--- src/rtl/pipeline_pkg.sv ---
// Shared front-end definitions: fetch FSM encoding and reset/bubble defaults.
// The decode and execute stages import this package as well.
package pipeline_pkg;

  typedef enum logic [1:0] {
    S_REQ  = 2'd0,
    S_WAIT = 2'd1,
    S_HELD = 2'd2,
    S_DROP = 2'd3
  } if_state_e;

  localparam logic [31:0] RESET_PC_DEF  = 32'h0000_0000;
  localparam logic [31:0] NOP_INSTR_DEF = 32'h0000_0000;  // sll $0,$0,0

endpackage

--- src/rtl/if_skid_buf.sv ---
// Single-entry {instr, pcplus4} holding register for a fetch response that
// lands while decode is stalled.
module if_skid_buf (
  input  logic        clk,
  input  logic        reset_n,
  input  logic        i_load,
  input  logic        i_clear,
  input  logic [31:0] i_instr,
  input  logic [31:0] i_pcplus4,
  output logic [31:0] o_instr,
  output logic [31:0] o_pcplus4,
  output logic        o_full
);

  logic [31:0] r_instr;
  logic [31:0] r_pcplus4;
  logic        r_full;

  // Clear beats load so a redirect always discards a same-cycle capture.
  always_ff @(posedge clk) begin
    if (!reset_n || i_clear) begin
      r_full    <= 1'b0;
      r_instr   <= '0;
      r_pcplus4 <= '0;
    end else if (i_load) begin
      r_full    <= 1'b1;
      r_instr   <= i_instr;
      r_pcplus4 <= i_pcplus4;
    end
  end

  assign o_instr   = r_instr;
  assign o_pcplus4 = r_pcplus4;
  assign o_full    = r_full;

endmodule

--- src/rtl/pipeline_if.sv ---
// Instruction-fetch stage: PC register, one-outstanding-request fetch FSM,
// IF/ID pipeline register and a skid buffer for responses during a stall.
module pipeline_if
  import pipeline_pkg::*;
#(
  parameter logic [31:0] RESET_PC  = RESET_PC_DEF,
  parameter logic [31:0] NOP_INSTR = NOP_INSTR_DEF
) (
  input  logic        clk,
  input  logic        reset_n,
  input  logic        stall,
  input  logic        redirect,
  input  logic [31:0] redirect_pc,
  output logic        imem_req,
  output logic [31:0] imem_addr,
  input  logic        imem_ready,
  input  logic        imem_valid,
  input  logic [31:0] imem_rdata,
  output logic [31:0] instr,
  output logic [31:0] pcplus4,
  output logic        if_valid
);

  if_state_e   r_state;
  logic [31:0] r_pc;
  logic [31:0] r_instr;
  logic [31:0] r_pcplus4;
  logic        r_if_valid;

  logic [31:0] w_pc_plus4;
  logic [31:0] w_skid_instr;
  logic [31:0] w_skid_pcplus4;
  logic        w_skid_full;
  logic        w_skid_load;
  logic        w_skid_clear;
  logic        w_resp;

  assign w_pc_plus4   = r_pc + 32'd4;
  assign w_resp       = (r_state == S_WAIT) && imem_valid;
  assign w_skid_load  = !redirect && w_resp && stall;
  assign w_skid_clear = redirect || ((r_state == S_HELD) && !stall);

  if_skid_buf u_skid (
    .clk       (clk),
    .reset_n   (reset_n),
    .i_load    (w_skid_load),
    .i_clear   (w_skid_clear),
    .i_instr   (imem_rdata),
    .i_pcplus4 (w_pc_plus4),
    .o_instr   (w_skid_instr),
    .o_pcplus4 (w_skid_pcplus4),
    .o_full    (w_skid_full)
  );

  // Gated by reset_n so no request escapes while reset is still asserted.
  assign imem_req  = reset_n && (r_state == S_REQ);
  assign imem_addr = r_pc;

  always_ff @(posedge clk) begin
    if (!reset_n) begin
      r_state    <= S_REQ;
      r_pc       <= RESET_PC;
      r_instr    <= NOP_INSTR;
      r_pcplus4  <= '0;
      r_if_valid <= 1'b0;
    end else if (redirect) begin
      r_pc       <= redirect_pc;
      r_instr    <= NOP_INSTR;
      r_if_valid <= 1'b0;
      // A request still in flight must have its response swallowed in DROP.
      r_state    <= ((r_state == S_WAIT || r_state == S_DROP) && !imem_valid) ? S_DROP : S_REQ;
    end else begin
      if (!stall) begin
        r_instr    <= NOP_INSTR;
        r_if_valid <= 1'b0;
      end
      case (r_state)
        S_REQ:  if (imem_ready) r_state <= S_WAIT;
        S_WAIT: if (imem_valid) begin
          r_pc <= w_pc_plus4;
          if (stall) begin
            r_state <= S_HELD;
          end else begin
            r_instr    <= imem_rdata;
            r_pcplus4  <= w_pc_plus4;
            r_if_valid <= 1'b1;
            r_state    <= S_REQ;
          end
        end
        S_HELD: if (!stall) begin
          r_instr    <= w_skid_instr;
          r_pcplus4  <= w_skid_pcplus4;
          r_if_valid <= w_skid_full;
          r_state    <= S_REQ;
        end
        S_DROP: if (imem_valid) r_state <= S_REQ;
        default: r_state <= S_REQ;
      endcase
    end
  end

  assign instr    = r_instr;
  assign pcplus4  = r_pcplus4;
  assign if_valid = r_if_valid;

endmodule

--- config.mk ---
export PLATFORM = sky130hd
export DESIGN_NAME = pipeline_if
export DESIGN_NICKNAME = d
export VERILOG_FILES = /design/src/rtl/pipeline_pkg.sv /design/src/rtl/if_skid_buf.sv /design/src/rtl/pipeline_if.sv
export SDC_FILE = /design/constraint.sdc
export NUM_CORES = 1
export LEC_CHECK = 0
export ABC_AREA = 1
export ABC_CLOCK_PERIOD_IN_PS = 1800
export CAP_MARGIN = 25
export CORE_MARGIN = 4
export CORE_UTILIZATION = 47
export DETAILED_ROUTE_END_ITERATION = 10
export PLACE_DENSITY_LB_ADDON = 0.3
export SLEW_MARGIN = 20
export SYNTH_ARGS = -nofsm -noshare
export SYNTH_HDL_FRONTEND = slang
export SYNTH_HIERARCHICAL = 1
export SYNTH_SLANG_ARGS = --single-unit
--- constraint.sdc ---
create_clock -name clk -period 1.8 [get_ports clk]
set_input_delay 0.36 -clock clk [delete_from_list [all_inputs] [get_ports clk]]
set_output_delay 0.36 -clock clk [all_outputs]
set_load 0.03 [all_outputs]
# Yosys cells after proc, flatten, opt, wreduce, memory -nomap -nowiden
# Cells that the tools add are included.
[word_totals]
out_inout_bits = 98
wordCells = 67
inputBits = 70
register_bits = 164
[classes]
eq_ne = 10
n_reduce_logical = 21
add_sub_neg = 1
bitwise = 2
n_mux = 25
[op_table]
columns = ["op", "n"]
rows = [
  ["$mux 32", 10],
  ["$pmux 32 s2", 2],
  ["$add 32x3->32 const B", 1],
  ["$mux 2", 7],
  ["$ne 3x3->1 const B", 4],
  ["$pmux 2 s4", 1],
  ["$logic_and 1x1->1", 6],
  ["$ne 2x2->1 const B", 3],
  ["$reduce_bool 2->1", 3],
  ["$reduce_and 5->1", 1],
  ["$eq 2x2->1 const B", 2],
  ["$logic_not 1->1", 4],
  ["$mux 1", 4],
  ["$reduce_and 4->1", 1],
  ["$logic_or 1x1->1", 3],
  ["$eq 2x1->1 const B", 1],
  ["$logic_not 2->1", 1],
  ["$not 1->1", 2],
  ["$pmux 1 s2", 1],
  ["$reduce_and 2->1", 1],
  ["$reduce_or 2->1", 1],
]

# Logic depth before layout (Yosys ltp)
[depth]
ltp_word = 5
ltp_mapped = 10

# By module
# The synthesis kept the hierarchy.
[modules_own_cells]
columns = ["module", "seq_area_each_um2", "n_inst", "cells_each", "area_each_um2"]
rows = [
  ["pipeline_if", 1981.9, 1, 940, 5974.5],
  ["if_skid_buf", 1301.2, 1, 282, 2253.4],
]

# Worst setup path before layout
# No wires, ideal clock.
[synth_timing]
path_kind = "register to register"
start = "register r_pc[3] (netlist: imem_addr[3])"
end = "register u_skid.r_pcplus4[22] (netlist: u_skid/o_pcplus4[22])"
path_stages_with_launch = 10
t_arrival_ns = 1.666
path_buffers = 0
setup_ns = 0.120
slack_ns = 0.014
path_cell_list = "dfxtp_1 > ha_1 > nand2_1 > nor2_2 > nand2_2 > nor2_4 > nand3_1 > and2_1 > nand2_1 > a21oi_1"
[synth_via]
elab_chain_cells = 1
[synth_lines]
columns = ["item", "line", "rtl"]
rows = [
  ["start: declaration", "pipeline_if.sv:25", "logic [31:0] r_pc;"],
  ["start signal: assignment", "pipeline_if.sv:67", "r_pc <= redirect_pc;"],
  ["start signal: assignment", "pipeline_if.sv:80", "r_pc <= w_pc_plus4;"],
  ["$add 32x3->32", "pipeline_if.sv:38", "assign w_pc_plus4 = r_pc + 32'd4;"],
  ["net w_pc_plus4[22]", "pipeline_if.sv:30", "logic [31:0] w_pc_plus4;"],
  ["end signal: assignment", "if_skid_buf.sv:28", "r_pcplus4 <= i_pcplus4;"],
  ["end: declaration", "if_skid_buf.sv:16", "logic [31:0] r_pcplus4;"],
]
# The timed path passes the listed nets, and every way through them passes these cells.
# A chain may end at the register's enable or synchronous reset.

# Worst setup path in the final report
[layout_timing]
start = "register r_state[1]"
end = "output port imem_req"
[layout_via]
elab_chain_cells = 2
[layout_lines]
columns = ["item", "line", "rtl"]
rows = [
  ["start: declaration", "pipeline_if.sv:24", "if_state_e r_state;"],
  ["start signal: assignment", "pipeline_if.sv:71", "r_state <= ((r_state == S_WAIT || r_state == S_DROP) && !imem_valid) ? S_DROP : S_REQ;"],
  ["$logic_not 2->1", "pipeline_if.sv:56", "assign imem_req = reset_n && (r_state == S_REQ);"],
  ["$logic_and 1x1->1", "pipeline_if.sv:56", ""],
  ["end: declaration", "pipeline_if.sv:14", "output logic imem_req,"],
]
# No other way between the ends.

==> summary.md <==
| Metric | Value |
|---|---|
| Outcome | `finished clean` |
| Static Leak | `4.73 nW` |
| Largest net degree at the start of global routing | `36` |
| Primary FF master, synth | `dfxtp_1` |
| Port Buffers | `167` |
| Post-synthesis sequential area ratio | `39.9%` |
| Gr ovfl total | `0` |
| Post-route ant nets | `0` |
| Hold Path Class | `reg2reg` |
| Worst Tran Pin Value | `396 ps` |
| Hold_sp | `u_skid/o_instr[2]` |
| Fillers | `1556` |
| Via density | `5.38` |
| R2R depth | `8` |
| Clock skew | `8.54 ps` |
| WHS | `462 ps` |
| Slowest-stage cell, CP | `dfxtp_2` |
| Worst vdd ir | `0.697 mV` |
| Std-Cell Rows | `48` |
| Worst setup EP type | `primary output` |
| Syn. warnings | `6` |
| Die area | `19700 µm²` |
| Synth Cell Area | `8230 µm²` |
| Synth Area in Simple Gates | `31.3%` |
| Setup crit start | `r_state[1]` |
| CTS Root Cell | `clkbuf_16` |
| H-Tree Depth | `4` |
| First drt pass iteration count | `5` |
| R2r startpoint | `imem_addr[2]` |
| Setup TNS | `0 ps` |
| Top cells by area, synth | `dfxtp_1 40%, nand2_1 23%, a21oi_1 9.4%` |
| Xor/xnor cell area share of the yosys netlist | `2.24%` |
| Clock-pin slew on the worst setup and hold paths | `60 ps` |
| Setup slack, reg-to-reg | `100 ps` |
| CP Launch Type | `register` |
| Syn-to-layout area delta | `33.2%` |
| RSZ-0062 raised after global routing | `yes` |
| Layout cells sized above 1 | `9.55%` |
| CTS tree | `built` |
| R2r endpoint | `u_skid/o_pcplus4[17]` |
| Most common cell in the netlist | `nand2_1` |
| Total Power | `10.0 mW` |
| Maxcap violations | `0` |
| Core area | `17200 µm²` |
| Hold depth | `2` |
| Main combinational cell family by area after synthesis | `simple AND/OR/NAND/NOR gates` |
| Critical Path RT | `1440 ps` |
| Worst EP arrival | `1390 ps` |
| Clock buffer depth | `2` |
| Post-synth top area share | `39.9%` |
| Die width | `140 µm` |
| Multiplexer share of the synthesized area | `0%` |
| Rel. slew slack | `73.6%` |
| CTS Buf Count | `17` |
| # DRC | `0` |
| Pwr dens | `913 nW/µm²` |
| Die H | `140 µm` |
| Routed length per instance | `16.0 µm` |
| Layout net count | `1454` |
| Initial antenna violation count | `0` |
| CP max stage delay | `340 ps` |
| Setup Fix Bufs, Post-CTS | `0` |
| Final min period | `1750 ps` |
| CP Cell Sequence | `inv_1, ha_2, nand2_1, inv_1, buf_4` |
| Footprint of the multi-input gates | `4370 µm²` |
| Global Route Usage Sum | `25.8%` |
| Starting Density | `47.7%` |
| Final setup fails | `0` |
| Cell mode on critical path | `inv_1` |
| Most area-hungry cell type in the Yosys netlist | `dfxtp_1` |
| Vias in the first global route | `8343` |
| Gate count of the mapped netlist | `1222` |
| Crit Path Class | `reg2out` |
| Yosys cell types | `35` |
| Maximum fanout along the worst path | `4` |
| Final period util | `97.0%` |
| Post-Synth Adder-Cell Area | `0.760%` |
| Compound-Gate Fraction of Synth Area | `18.2%` |
| Via count | `8700` |
| Gpl congestion | `0.908` |
| Sequential cell area | `3290 µm²` |
| Pins Over Slew Limit | `0` |
| Syn Area/Cell | `6.73 µm²` |
| WL final | `25800 µm` |
| First DRT Iteration DRCs | `699` |
| Synthesized flop and latch total | `164` |
| DP HPWL | `17500 µm` |
| Fin. Hold Viols | `0` |
| FMAX | `0.573 GHz` |
| First-pass GRT wire length | `41800 µm` |
| Number of flops mapped to enable cells by yosys | `0` |
| Syn_nets | `1297` |
| CP endpoint | `imem_req` |
| Worst skew pair latency | `430 ps` |
| Commonest cells post-synth | `513 x nand2_1, 164 x dfxtp_1, 154 x a21oi_1, 59 x nor2_1, 56 x o21ai_0` |
| Num Clock Sinks | `164` |
| Ant. Diodes | `0` |
| Asr flop ratio synth | `0%` |
| IO Count | `168` |
[routing by layer]
metal	global-route usage, %	up-vias	part of all wire, %
met2	42.3	365	47
met1	34.2	4011	43
met5	0	-	0
met4	8.21	0	2.0
li1	-	4279	-
met3	5.29	45	7.6
[through the flow]
step                setup WS [ps]  area (µm²)  instances  utilization (%)
floorplan                    14.3        8230       1222                -
global placement             -142       10400       1585             60.3
global route               -0.742       11000       1617             63.6
detailed placement           -187       10400       1585             60.3
finish                       54.6       11000       1617             63.6
CTS                        0.0590       10900       1617             63.3
[worst max-delay path: cells and delay by family, from the launching register on]
| kind | cells | cell delay [ps] |
|---|---|---|
| flops | 1 | 340 |
| buf+inv | 3 | 370 |
| fa+ha+maj | 1 | 190 |
| simple gates | 1 | 60 |
[layout make-up]
cell class	instances	share of cell area, %
multi-input combinational	919	39.9
tap	225	2.57
clock buffer	18	4.01
clock inverter	14	1.83
sequential	164	30.0
timing repair buffer	218	19.7
inverter	59	2.04
[worst min-delay path by stage]
stage,endpoint,slack [ps]
global route,u_skid/o_instr[7],480
floorplan,u_skid/o_instr[0],440
finish,u_skid/o_instr[2],460
detailed placement,u_skid/o_instr[4],450
global placement,u_skid/o_instr[23],450
CTS,u_skid/o_instr[4],460
[report_power, final]
part | switching, mW | leakage, nW | internal (mW)
Combinational | 1.29 | 3.09 | 0.754
Sequential | 0.164 | 1.33 | 3.82
Clock | 1.59 | 0.304 | 2.38
Total | 3.05 | 4.73 | 6.95
[sequential cells by signal, summed over array words and instances, names as in the netlist]
register	count
pcplus4	32
u_skid/o_instr	32
u_skid/o_pcplus4	32
imem_addr	32
u_skid/o_full	1
r_state	2
if_valid	1
instr	32
[what timing repair did]
action	4_1_cts	5_1_grt
hold buffers	0	0
pin swaps	0	3
resized for setup	93	18
endpoints found under the setup margin	93	80
[logic make-up after synthesis]
logic type	count (synthesis)
adders and majority gates	5
xor gates and xnor gates	15
AOI/OAI and AO/OA	265
DFF	164
buffers and inverters	139
and+or+nand+nor	634
[placed cells by master (no fill, tap or decap), types with 20 or more instances in the layout]
| master | synthesis | routed |
|---|---|---|
| buf_4 | 6 | 35 |
| nand2_1 | 513 | 510 |
| o21ai_0 | 56 | 56 |
| dfxtp_1 | 164 | 160 |
| dlygate4sd2_1 | 0 | 93 |
| nand3_1 | 37 | 37 |
| nor2_1 | 59 | 54 |
| a41oi_1 | 20 | 20 |
| a21oi_1 | 154 | 154 |
| inv_1 | 53 | 53 |
| clkdlybuf4s50_1 | 0 | 69 |
Note: power is estimated with default switching activity, not from simulation.
==> edit: new RTL, config.mk and constraints unchanged <==
Make the reset (`reset_n`) asynchronous in one clocked block.
--- a/src/rtl/pipeline_if.sv
+++ b/src/rtl/pipeline_if.sv
@@ -56,7 +56,7 @@
   assign imem_req  = reset_n && (r_state == S_REQ);
   assign imem_addr = r_pc;
 
-  always_ff @(posedge clk) begin
+  always_ff @(posedge clk or negedge reset_n) begin
     if (!reset_n) begin
       r_state    <= S_REQ;
       r_pc       <= RESET_PC;
Check against the original RTL: differs if reset_n is asserted again (counterexample within 4 cycles, from zero or initial values and one cycle with reset_n low); with reset_n held inactive, the same outputs for 4 cycles.
==> edit against the unedited design <==
Setup slack got worse by 0.031 ns; register-to-register slack worse by 0.03 ns; area after synthesis rose by 0.75%; sequential cell count unchanged; wire length decreased by 2.9%; critical path depth is the same; count of clock-buffer cells in the layout increased by 1; cell area grew 1.5%; core utilization up 0.75 points; critical path type unchanged.
Power is not compared: it rests on default switching activity, and its combinational part moved more than twofold at a synthesized area within 25%.
==> edit: results (changes against the unedited design) <==
** Place
- Routability cong. :: 0.937 (was 0.908)
- The half-perimeter wire length after placement was 17100 microns (was 17500 microns).
- The placed cell count was 1530 (was 1585).
- Post-Place Worst Slack :: -0.144 ns (was -0.187 ns)

** CTS
- The quantity of gates resized following cts is 103 (was 93).

** Critical path
- The source of the critical timing path is r_state[0]$_DFFE_PN0P_ (was r_state[1]$_SDFFE_PN0P_).
- R2r setup slk :: 0.07 ns (was 0.10 ns)
- The end of the worst register-to-register path is u_skid/o_pcplus4[18]$_SDFFE_PP0P_ (was u_skid/o_pcplus4[17]$_SDFFE_PP0P_).
- The critical register-to-register path startpoint is imem_addr[2]$_DFFE_PN0P_ (was imem_addr[2]$_SDFFE_PN0P_).
- Cell family with most CP delay :: flip-flops (was buffers and inverters)
- The critical path data arrival time came to 1.42 ns (was 1.39 ns).
- Slowest cell delay on critical path :: 0.41 ns (was 0.34 ns)

** Global routing
- Met2 global-route usage :: 41.0% (was 42.3%)
- Global-route wire length before repair :: 40400 microns (was 41800 microns)
- The largest net degree at the start of global routing came to 98 (was 36).
- Global-route met1 utilization :: 32.4% (was 34.2%)

** Yosys
- Mean instance size in the synthesized netlist :: 7.15 sq um (was 6.73 sq um)
- Main area contributors after synthesis: sky130_fd_sc_hd__dfrtp_1 30%, sky130_fd_sc_hd__nand2_1 20%, sky130_fd_sc_hd__dfxtp_1 16% (was sky130_fd_sc_hd__dfxtp_1 40%, sky130_fd_sc_hd__nand2_1 23%, sky130_fd_sc_hd__a21oi_1 9.4%).
- Post-synth ARST share :: 60.4% (was 0%)
- Number of distinct library cells after synthesis :: 36 (was 35)

** Outcome
- Result of the run: completed (unchanged).

** STA
- Clock Skews :: 0.00736 ns (was 0.00854 ns)
- Part of the cycle the worst path needs :: 98.7% (was 97.0%)

** Route
- The number of design-rule violations left by the first detailed-router iteration was 739 (was 699).
- The wire length on met1 is 10500 microns (was 11200 microns).

** Layout
- The final-stage net count came to 1406 (was 1454).
-- edit: cells by family (layout without fill, tap and decap cells) --
| logic type | Yosys count | after routing | share of synthesized area, % |
|---|---|---|---|
| buf+inv | 128 | 312 | 6.91 |
| fa+ha+maj | 5 | 5 | 0.755 |
| simple gates | 697 | 697 | 35.6 |
| compound gates | 159 | 159 | 10.3 |
| flops | 164 | 164 | 45.6 |
| xor+xnor | 7 | 7 | 0.830 |
-- edit: power groups by stage --
stage                     clock network, mW  registers [mW]  logic (mW)
after floorplan                           0            5.66        2.24
after global placement                    0            4.76        5.49
after detailed placement                  0            4.77        5.55
after CTS                              3.75            4.68        5.25
after global routing                   3.89            4.76        5.94
final                                  3.70            4.69        5.50
-- edit: cell type report --
cell class	count	area [sq um]	area share (%)
inverter	58	218	1.96
tap	225	282	2.53
timing repair buffer	222	2220	20.0
sequential	164	3780	33.9
multi-input combinational	868	4030	36.2
clock inverter	13	146	1.32
clock buffer	19	453	4.07
